**src/rtl/pwm_spi_regbank.sv**
```systemverilog
// Byte-protocol command decoder and PWM configuration register bank behind an SPI slave.
// Optional: define PWM_REGBANK_CHECKSUM_EN to require an XOR checksum byte on write frames.
module pwm_spi_regbank #(
    parameter int TIMEOUT_CYCLES = 65535,
    parameter int NUM_REGS       = 6
) (
    input  logic        clk,
    input  logic        rst_n,
    input  logic        rx_dv,
    input  logic [7:0]  rx_byte,
    output logic        tx_dv,
    output logic [7:0]  tx_byte,
    output logic [31:0] counter_value,
    output logic [31:0] prescaler,
    output logic [31:0] duty_cycle_1,
    output logic [31:0] duty_cycle_2,
    output logic [31:0] duty_cycle_3,
    output logic        enable_pwm,
    output logic        frame_err
);
    localparam int TW = $clog2(TIMEOUT_CYCLES + 1);
    localparam logic [TW-1:0] TMO_LAST = TW'(TIMEOUT_CYCLES - 1);

`ifdef PWM_REGBANK_CHECKSUM_EN
    localparam int HW = 32;
    typedef enum logic [1:0] {S_IDLE, S_DATA, S_CHK} state_t;
    logic [7:0] chk_q, chk_d;
`else
    localparam int HW = 24;
    typedef enum logic [1:0] {S_IDLE, S_DATA} state_t;
`endif

    // Handshake: each rx_dv pulse is answered by exactly one tx_dv pulse on the following
    // cycle; tx_byte is valid only while tx_dv is high and is loaded into the SPI shifter.
    state_t        state_q, state_d;
    logic [1:0]    idx_q, idx_d;
    logic [7:0]    cmd_q, cmd_d;
    logic [HW-1:0] hold_q, hold_d;
    logic [31:0]   snap_q, snap_d;
    logic [TW-1:0] tmo_q, tmo_d;
    logic          tx_dv_q, tx_dv_d;
    logic [7:0]    tx_byte_q, tx_byte_d;
    logic          frame_err_q, frame_err_d;
    logic [31:0]   regs_q [5];
    logic [31:0]   regs_d [5];
    logic          en_q, en_d;

    logic [31:0] wr_data, rd_sel, commit_data;
    logic        cmd_addr_ok, rx_addr_ok, commit_en;

    assign wr_data     = {hold_q[23:0], rx_byte};
    assign cmd_addr_ok = (32'(cmd_q[6:0]) < 32'(NUM_REGS));
    assign rx_addr_ok  = (32'(rx_byte[6:0]) < 32'(NUM_REGS));

    always_comb begin
        rd_sel = 32'h0;
        case (rx_byte[6:0])
            7'd0:    rd_sel = regs_q[0];
            7'd1:    rd_sel = regs_q[1];
            7'd2:    rd_sel = regs_q[2];
            7'd3:    rd_sel = regs_q[3];
            7'd4:    rd_sel = regs_q[4];
            7'd5:    rd_sel = {31'h0, en_q};
            default: rd_sel = 32'h0;
        endcase
        if (!rx_addr_ok) rd_sel = 32'h0;
    end

    always_comb begin
        state_d     = state_q;
        idx_d       = idx_q;
        cmd_d       = cmd_q;
        hold_d      = hold_q;
        snap_d      = snap_q;
        tmo_d       = tmo_q;
        tx_dv_d     = 1'b0;
        tx_byte_d   = 8'h00;
        frame_err_d = 1'b0;
        regs_d      = regs_q;
        en_d        = en_q;
        commit_en   = 1'b0;
        commit_data = 32'h0;
`ifdef PWM_REGBANK_CHECKSUM_EN
        chk_d       = chk_q;
`endif

        // An rx_dv arriving on the expiry cycle takes priority over the timeout.
        if (state_q == S_IDLE || rx_dv) begin
            tmo_d = '0;
        end else if (tmo_q == TMO_LAST) begin
            state_d     = S_IDLE;
            tmo_d       = '0;
            frame_err_d = 1'b1;
        end else begin
            tmo_d = tmo_q + TW'(1);
        end

        if (rx_dv) begin
            tx_dv_d = 1'b1;
            case (state_q)
                S_IDLE: begin
                    cmd_d   = rx_byte;
                    idx_d   = 2'd0;
                    hold_d  = '0;
                    state_d = S_DATA;
`ifdef PWM_REGBANK_CHECKSUM_EN
                    chk_d   = rx_byte;
`endif
                    if (!rx_byte[7]) begin
                        tx_byte_d   = rd_sel[31:24];
                        snap_d      = {rd_sel[23:0], 8'h00};
                        frame_err_d = !rx_addr_ok;
                    end
                end
                S_DATA: begin
                    hold_d = wr_data[HW-1:0];
                    idx_d  = idx_q + 2'd1;
`ifdef PWM_REGBANK_CHECKSUM_EN
                    chk_d  = chk_q ^ rx_byte;
`endif
                    if (!cmd_q[7] && idx_q != 2'd3) begin
                        tx_byte_d = snap_q[31:24];
                        snap_d    = {snap_q[23:0], 8'h00};
                    end
                    if (idx_q == 2'd3) begin
`ifdef PWM_REGBANK_CHECKSUM_EN
                        state_d = cmd_q[7] ? S_CHK : S_IDLE;
`else
                        state_d = S_IDLE;
                        if (cmd_q[7]) begin
                            commit_en   = cmd_addr_ok;
                            commit_data = wr_data;
                            frame_err_d = !cmd_addr_ok;
                        end
`endif
                    end
                end
`ifdef PWM_REGBANK_CHECKSUM_EN
                S_CHK: begin
                    state_d = S_IDLE;
                    if (chk_q == rx_byte) begin
                        tx_byte_d   = 8'hAC;
                        commit_en   = cmd_addr_ok;
                        commit_data = hold_q;
                        frame_err_d = !cmd_addr_ok;
                    end else begin
                        tx_byte_d   = 8'hEE;
                        frame_err_d = 1'b1;
                    end
                end
`endif
                default: state_d = S_IDLE;
            endcase
        end

        if (commit_en) begin
            case (cmd_q[6:0])
                7'd0:    regs_d[0] = commit_data;
                7'd1:    regs_d[1] = commit_data;
                7'd2:    regs_d[2] = commit_data;
                7'd3:    regs_d[3] = commit_data;
                7'd4:    regs_d[4] = commit_data;
                7'd5:    en_d      = commit_data[0];
                default: ;
            endcase
        end
    end

    always_ff @(posedge clk or negedge rst_n) begin
        if (!rst_n) begin
            state_q     <= S_IDLE;
            idx_q       <= 2'd0;
            cmd_q       <= 8'h00;
            hold_q      <= '0;
            snap_q      <= 32'h0;
            tmo_q       <= '0;
            tx_dv_q     <= 1'b0;
            tx_byte_q   <= 8'h00;
            frame_err_q <= 1'b0;
            en_q        <= 1'b0;
            for (int i = 0; i < 5; i++) regs_q[i] <= 32'h0;
`ifdef PWM_REGBANK_CHECKSUM_EN
            chk_q       <= 8'h00;
`endif
        end else begin
            state_q     <= state_d;
            idx_q       <= idx_d;
            cmd_q       <= cmd_d;
            hold_q      <= hold_d;
            snap_q      <= snap_d;
            tmo_q       <= tmo_d;
            tx_dv_q     <= tx_dv_d;
            tx_byte_q   <= tx_byte_d;
            frame_err_q <= frame_err_d;
            en_q        <= en_d;
            for (int i = 0; i < 5; i++) regs_q[i] <= regs_d[i];
`ifdef PWM_REGBANK_CHECKSUM_EN
            chk_q       <= chk_d;
`endif
        end
    end

    assign tx_dv         = tx_dv_q;
    assign tx_byte       = tx_byte_q;
    assign frame_err     = frame_err_q;
    assign counter_value = regs_q[0];
    assign prescaler     = regs_q[1];
    assign duty_cycle_1  = regs_q[2];
    assign duty_cycle_2  = regs_q[3];
    assign duty_cycle_3  = regs_q[4];
    assign enable_pwm    = en_q;
endmodule

```
**config.mk**
```make
export PLATFORM = sky130hd
export DESIGN_NAME = pwm_spi_regbank
export DESIGN_NICKNAME = d
export VERILOG_FILES = /design/src/rtl/pwm_spi_regbank.sv
export SDC_FILE = /design/constraint.sdc
export NUM_CORES = 1
export LEC_CHECK = 0
export CAP_MARGIN = 20
export CORE_MARGIN = 2
export CORE_UTILIZATION = 40
export CTS_CLUSTER_SIZE = 8
export DETAILED_ROUTE_END_ITERATION = 16
export PLACE_DENSITY_LB_ADDON = 0.12
export SYNTH_ARGS = -nofsm -noshare
export SYNTH_HDL_FRONTEND = slang
export SYNTH_SLANG_ARGS = --single-unit
```
**constraint.sdc**
```tcl
create_clock -name clk -period 2.68 [get_ports clk]
set_input_delay 0.536 -clock clk [delete_from_list [all_inputs] [get_ports clk]]
set_output_delay 0.536 -clock clk [all_outputs]
set_load 0.02 [all_outputs]
```
### Yosys cells after proc, flatten, opt, wreduce, memory -nomap -nowiden

Cells that the tools add are included.

* register bits after elaboration: 255
* input port bits: 11
* output and inout port bits: 171
* word-level logic and storage cells: 87

* $add $sub $neg: 2
* magnitude comparators: 2
* equal/unequal tests: 16
* mux-type cells: 34
* reduce and logical (&&, ||, !) cells: 18

Operators with widths (number)
* two-way mux 32 bit: 7
* case mux 32 bit (6 select lines): 1
* case mux 32 bit (2 select lines): 1
* case mux 24 bit (2 select lines): 1
* two-way mux 16 bit: 2
* == test 7 x 2 -> 1 bit, second input constant: 4
* == test 7 x 3 -> 1 bit, second input constant: 4
* two-way mux 8 bit: 3
* adder 16 x 1 -> 16 bit, second input constant: 1
* == test 16 bit, second input constant: 1
* case mux 8 bit (2 select lines): 1
* AND reduction 2 bit: 8
* == test 7 x 1 -> 1 bit, second input constant: 2
* zero test 7 bit: 2
* less-than comparator 7 x 3 -> 1 bit, second input constant: 2
* two-way mux 1 bit: 11
* two-way mux 2 bit: 4
* case mux 2 bit (2 select lines): 2
* != test 2 bit, second input constant: 3
* AND reduction 4 bit: 1
* zero test 1 bit: 3
* adder 2 x 1 -> 2 bit, second input constant: 1
* == test 2 x 1 -> 1 bit, second input constant: 1
* == test 2 bit, second input constant: 1
* other kinds (5): 5

### Longest topological paths before layout

* depth after elaboration: 7
* gate-level depth with buffers: 7
* depth with buffers taken out: 6

### Least setup slack after synthesis

No wires, ideal clock.

* kind: input to register
* start: input port rx_byte[2]
* end: register snap_q[17]
* library setup time: 0.095 ns
* arrival: 2.065 ns
* required time: 2.585 ns
* slack: 0.520 ns
* stages: 7
* path buffers: 3
* cell sequence: buf_2 or4_1 clkbuf_1 nor2_2 buf_2 a221oi_1 o31ai_1

* longest elaborated chain between the ends: 5
* elaborated cells on any way between the ends: 11
* those cells by class: 1 x order compare; 5 x eq/ne; 4 x mux; 1 x reduce/logical

Ends and longest elaborated chain
* from (decl): RTL line 10 `input logic [7:0] rx_byte,`
* == test 7 x 3 -> 1 bit (tied with other cells): RTL line 57 `case (rx_byte[6:0])`
* case mux 32 bit (6 select lines): RTL line 57
* two-way mux 32 bit *: RTL line 66 `if (!rx_addr_ok) rd_sel = 32'h0;`
* two-way mux 32 bit *: RTL line 109 `if (!rx_byte[7]) begin`
* case mux 32 bit (2 select lines) *: RTL line 100 `case (state_q)`
* to (signal assigned): RTL line 190 `snap_q <= snap_d;`
* to (decl): RTL line 39 `logic [31:0] snap_q, snap_d;`

Mark *: on every way between the ends. The rest lies on a longest branch, timed or not. The select of a mux whose other input is x is not followed.
A chain may end at the register's enable or synchronous reset.

### Worst setup path in the final report

* start: register cmd_q[5]
* end: register regs_q (netlist bit duty_cycle_2[1])

* longest elaborated chain between the ends: 6
* elaborated cells on any way between the ends: 7
* those cells by class: 1 x order compare; 1 x eq/ne; 4 x mux; 1 x reduce/logical

Ends and longest elaborated chain
* from (decl): RTL line 37 `logic [7:0] cmd_q, cmd_d;`
* from (signal assigned): RTL line 188 `cmd_q <= cmd_d;`
* less-than comparator 7 x 3 -> 1 bit: RTL line 52 `assign cmd_addr_ok = (32'(cmd_q[6:0]) < 32'(NUM_REGS));`
* two-way mux 1 bit: RTL line 130 `if (cmd_q[7]) begin`
* two-way mux 1 bit: RTL line 125 `if (idx_q == 2'd3) begin`
* two-way mux 1 bit: RTL line 100
* two-way mux 1 bit: RTL line 98 `if (rx_dv) begin`
* AND reduction 2 bit (no line) *
* to (decl): RTL line 44 `logic [31:0] regs_q [5];`

Mark *: on every way between the ends. The rest lies on a longest branch, timed or not.

==> results.cfg <==
[status]
status = finished, final reports clean

[pwr]
cellPowerDensity_nw_per_um2 = 581
p_leak_uw = 0.00671
ir_drop_mv = 0.309

[sta]
period_needed_ps = 2270
fin_ws_ps = 412
finalMaxSlewViolations = 0
rsz0062_at_grt = no
post-route-period-util_pct = 84.6
finalSetupTns_ps = 0
worstMarginPinSlew_ps = 585
finalHoldViolations = 0
final-setup-viol-count = 0
skew_ps = 13.4
relSlewSlack_pct = 61.0
max_freq_ghz = 0.441

[clocking]
clkTransAtPathRegs_ps = 50
cts_htree_levels = 2
postCtsHoldBufs = 0
clk_latency_ps = 500
ctsResizeCount = 0
post_cts_buffers = 0
cts_tree = built
clockBufferDepth = 3
cts_buffers = 36
cts_sinks = 247
root_buffer = clkbuf_16

[setup_path]
critPathMaxFanout = 15
crit_required_ps = 3050
cp-end-kind = register
crit_type = register to register
cp.arrival_ps = 2640
worst_setup_path_start_kind = register

[synth]
ys_async_sr_fraction_pct = 100
synth_fa_ha_area_share_pct = 0.335
synth_seq_cells = 247
synth.area.mux_share_pct = 21.9
ys_top_cells_by_area = dfrtp_1 55%, mux2_2 20%, nand2_1 2.6%
synth_xor_xnor_area_share_pct = 1.02
synth_top_area_share_pct = 55.1
yosys.area_share.simple_pct = 10.2
synth_largest_area_cell = dfrtp_1
ys_seq_area_share_pct = 55.1
synth_compound_area_share_pct = 8.48
synthFlopType = dfrtp_1
syn-cell-area_sq_um = 11200
yosysMostFrequentCell = dfrtp_1
syn_avg_cell_area_sq_um = 12.3
synth_nets = 924
synth_edf_count = 0
syn_inst = 910
synth_top_family_by_area = multiplexers
synth.distinct_cells = 58
ys_warn_count = 0
netlist_top_cells_count = 247 x dfrtp_1, 198 x mux2_2, 77 x nand2_1, 38 x clkbuf_1, 38 x nand3_1

[final_layout]
area_growth_pct = 31.1
regArea_sq_um = 6180
fin_nets = 1136
antenna_cells = 0
fin_area_sq_um = 14700
fillers = 2420
multi_input_area_sq_um = 4720
drive_gt1_share_pct = 27.5

[drt]
ant_nets = 0
post_drt_wl_per_cell_um = 22.2
viasPerCell = 5.44
dr.first_iter.drc_count = 478
first_pass_iters = 5
wirelength_mm = 33.3
vias = 8161
post-route-drc-count = 0

[placed_design]
port_buffers = 181
gp_congestion = 0.846
dp_hpwl_mm = 23.1
dp_slack_ps = 84.1
postPlaceCellArea_sq_um = 13800

[global_route]
track_usage_pct = 23.0
grt_pass1_vias = 8393
grt_overflow = 0
antenna_found_initial = 0
grt_max_degree = 70
grt_pass1_wl_mm = 51.4

[floorplan]
die_h_um = 171
core_sq_um = 27700
die_w_um = 171
dieArea_sq_um = 29400
ios = 182
start_util_pct = 40.5
rows = 61

[job]
drv_cap = 0

[worst_hold_path]
hold_path.class = primary input to async pin
==> final timing paths <==
check / end / start / depth (start not counted) / slack, ps
max in group asynchronous: duty_cycle_1[13] / rst_n / 2 / 1950
worst max-delay path: duty_cycle_2[1] / cmd_q[5] / 5 / 410
min in group clk: hold_q[22] / hold_q[22] / 2 / 460
worst min-delay path: prescaler[1] / rst_n / 1 / 2
worst min register to register: hold_q[22] / hold_q[22] / 2 / 460
worst max register to register: duty_cycle_2[1] / cmd_q[5] / 5 / 410
==> critical path: stages, from the launching register on <==
cell and delay [ps]:
dfrtp_1 380, or4_4 570, nor3_1 290, and4b_2 370
buf_12 190, mux2_2 340
==> where the power goes <==
part | internal, uW | switching [uW] | total (uW)
sequential | 3870 | 124 | 3990
combinational | 226 | 381 | 607
clock | 2410 | 1530 | 3940
==> cell families after synthesis <==
| group | Yosys count |
|---|---|
| AOI/OAI and AO/OA | 124 |
| xor gates and xnor gates | 13 |
| adders and majority gates | 3 |
| buffers and inverters | 78 |
| DFF | 247 |
| muxes | 219 |
| and+or+nand+nor | 226 |
==> per-layer routing <==
layer	GRT usage (%)	vias to the layer above	share of wire, %
li1	-	3712	-
met1	34.3	4159	48
met2	34.4	238	44
met3	4.42	52	5.4
met4	5.97	0	2.0
met5	0	-	0
==> registers in the layout, indices dropped and copies added, names as in the netlist <==
register and cells:
state_q 2, duty_cycle_1 32, cmd_q 8, tx_byte 8, snap_q 24, duty_cycle_2 32, prescaler 32, duty_cycle_3 32
tmo_q 16, counter_value 32, frame_err 1, enable_pwm 1, hold_q 24, idx_q 2, tx_dv 1
==> layout by cell type (no fill, tap or decap), types with 3 or more instances in the layout <==
cell type        Yosys  routed
a21boi_0             5       5
nand3_1             38      37
nor3b_1              3       3
o31ai_1              4       4
nor3_1               9       9
o211ai_1             8       8
a22oi_1             17      17
o21ai_0             15      15
xnor2_1             12      12
a222oi_1            11      11
buf_4                3      48
mux2i_1             18      18
mux2_2             198     198
ha_1                 3       3
a21oi_1             11      11
clkbuf_16            0      37
buf_12               0       9
nor2_1              28      28
o2bb2ai_1           16      16
o22ai_1              4       4
a221oi_1             6       6
inv_1               14      14
and2_1              29      29
a211oi_1             4       4
nor4_1               5       5
dfrtp_1            247     247
clkdlybuf4s50_1      0     178
a22o_1               4       4
and3_1               9       9
o221ai_1             7       7
nand2_1             77      77
nor2b_1             10       9
o2111a_1             4       4
==> area by class of cell <==
type,instances,area share [%]
flip-flops and latches,247,42.0
multi-input cells,585,32.1
repair buffers,238,16.0
clock buffers,38,6.32
well taps,378,3.22
inverters,14,0.357
==> per-stage QoR <==
| step | std cells | hold WS, ps | utilization, % | total power (uW) |
|---|---|---|---|---|
| floorplan | 910 | 240 | - | 4330 |
| detailed placement | 1462 | 451 | 49.7 | 4660 |
| finish | 1500 | 2.21 | 53.1 | 8530 |
| global placement | 1462 | 445 | 49.7 | 4650 |
| global route | 1500 | 39.2 | 53.1 | 8830 |
| CTS | 1500 | 25.5 | 53.1 | 8600 |
(Power assumes the default switching activity.)
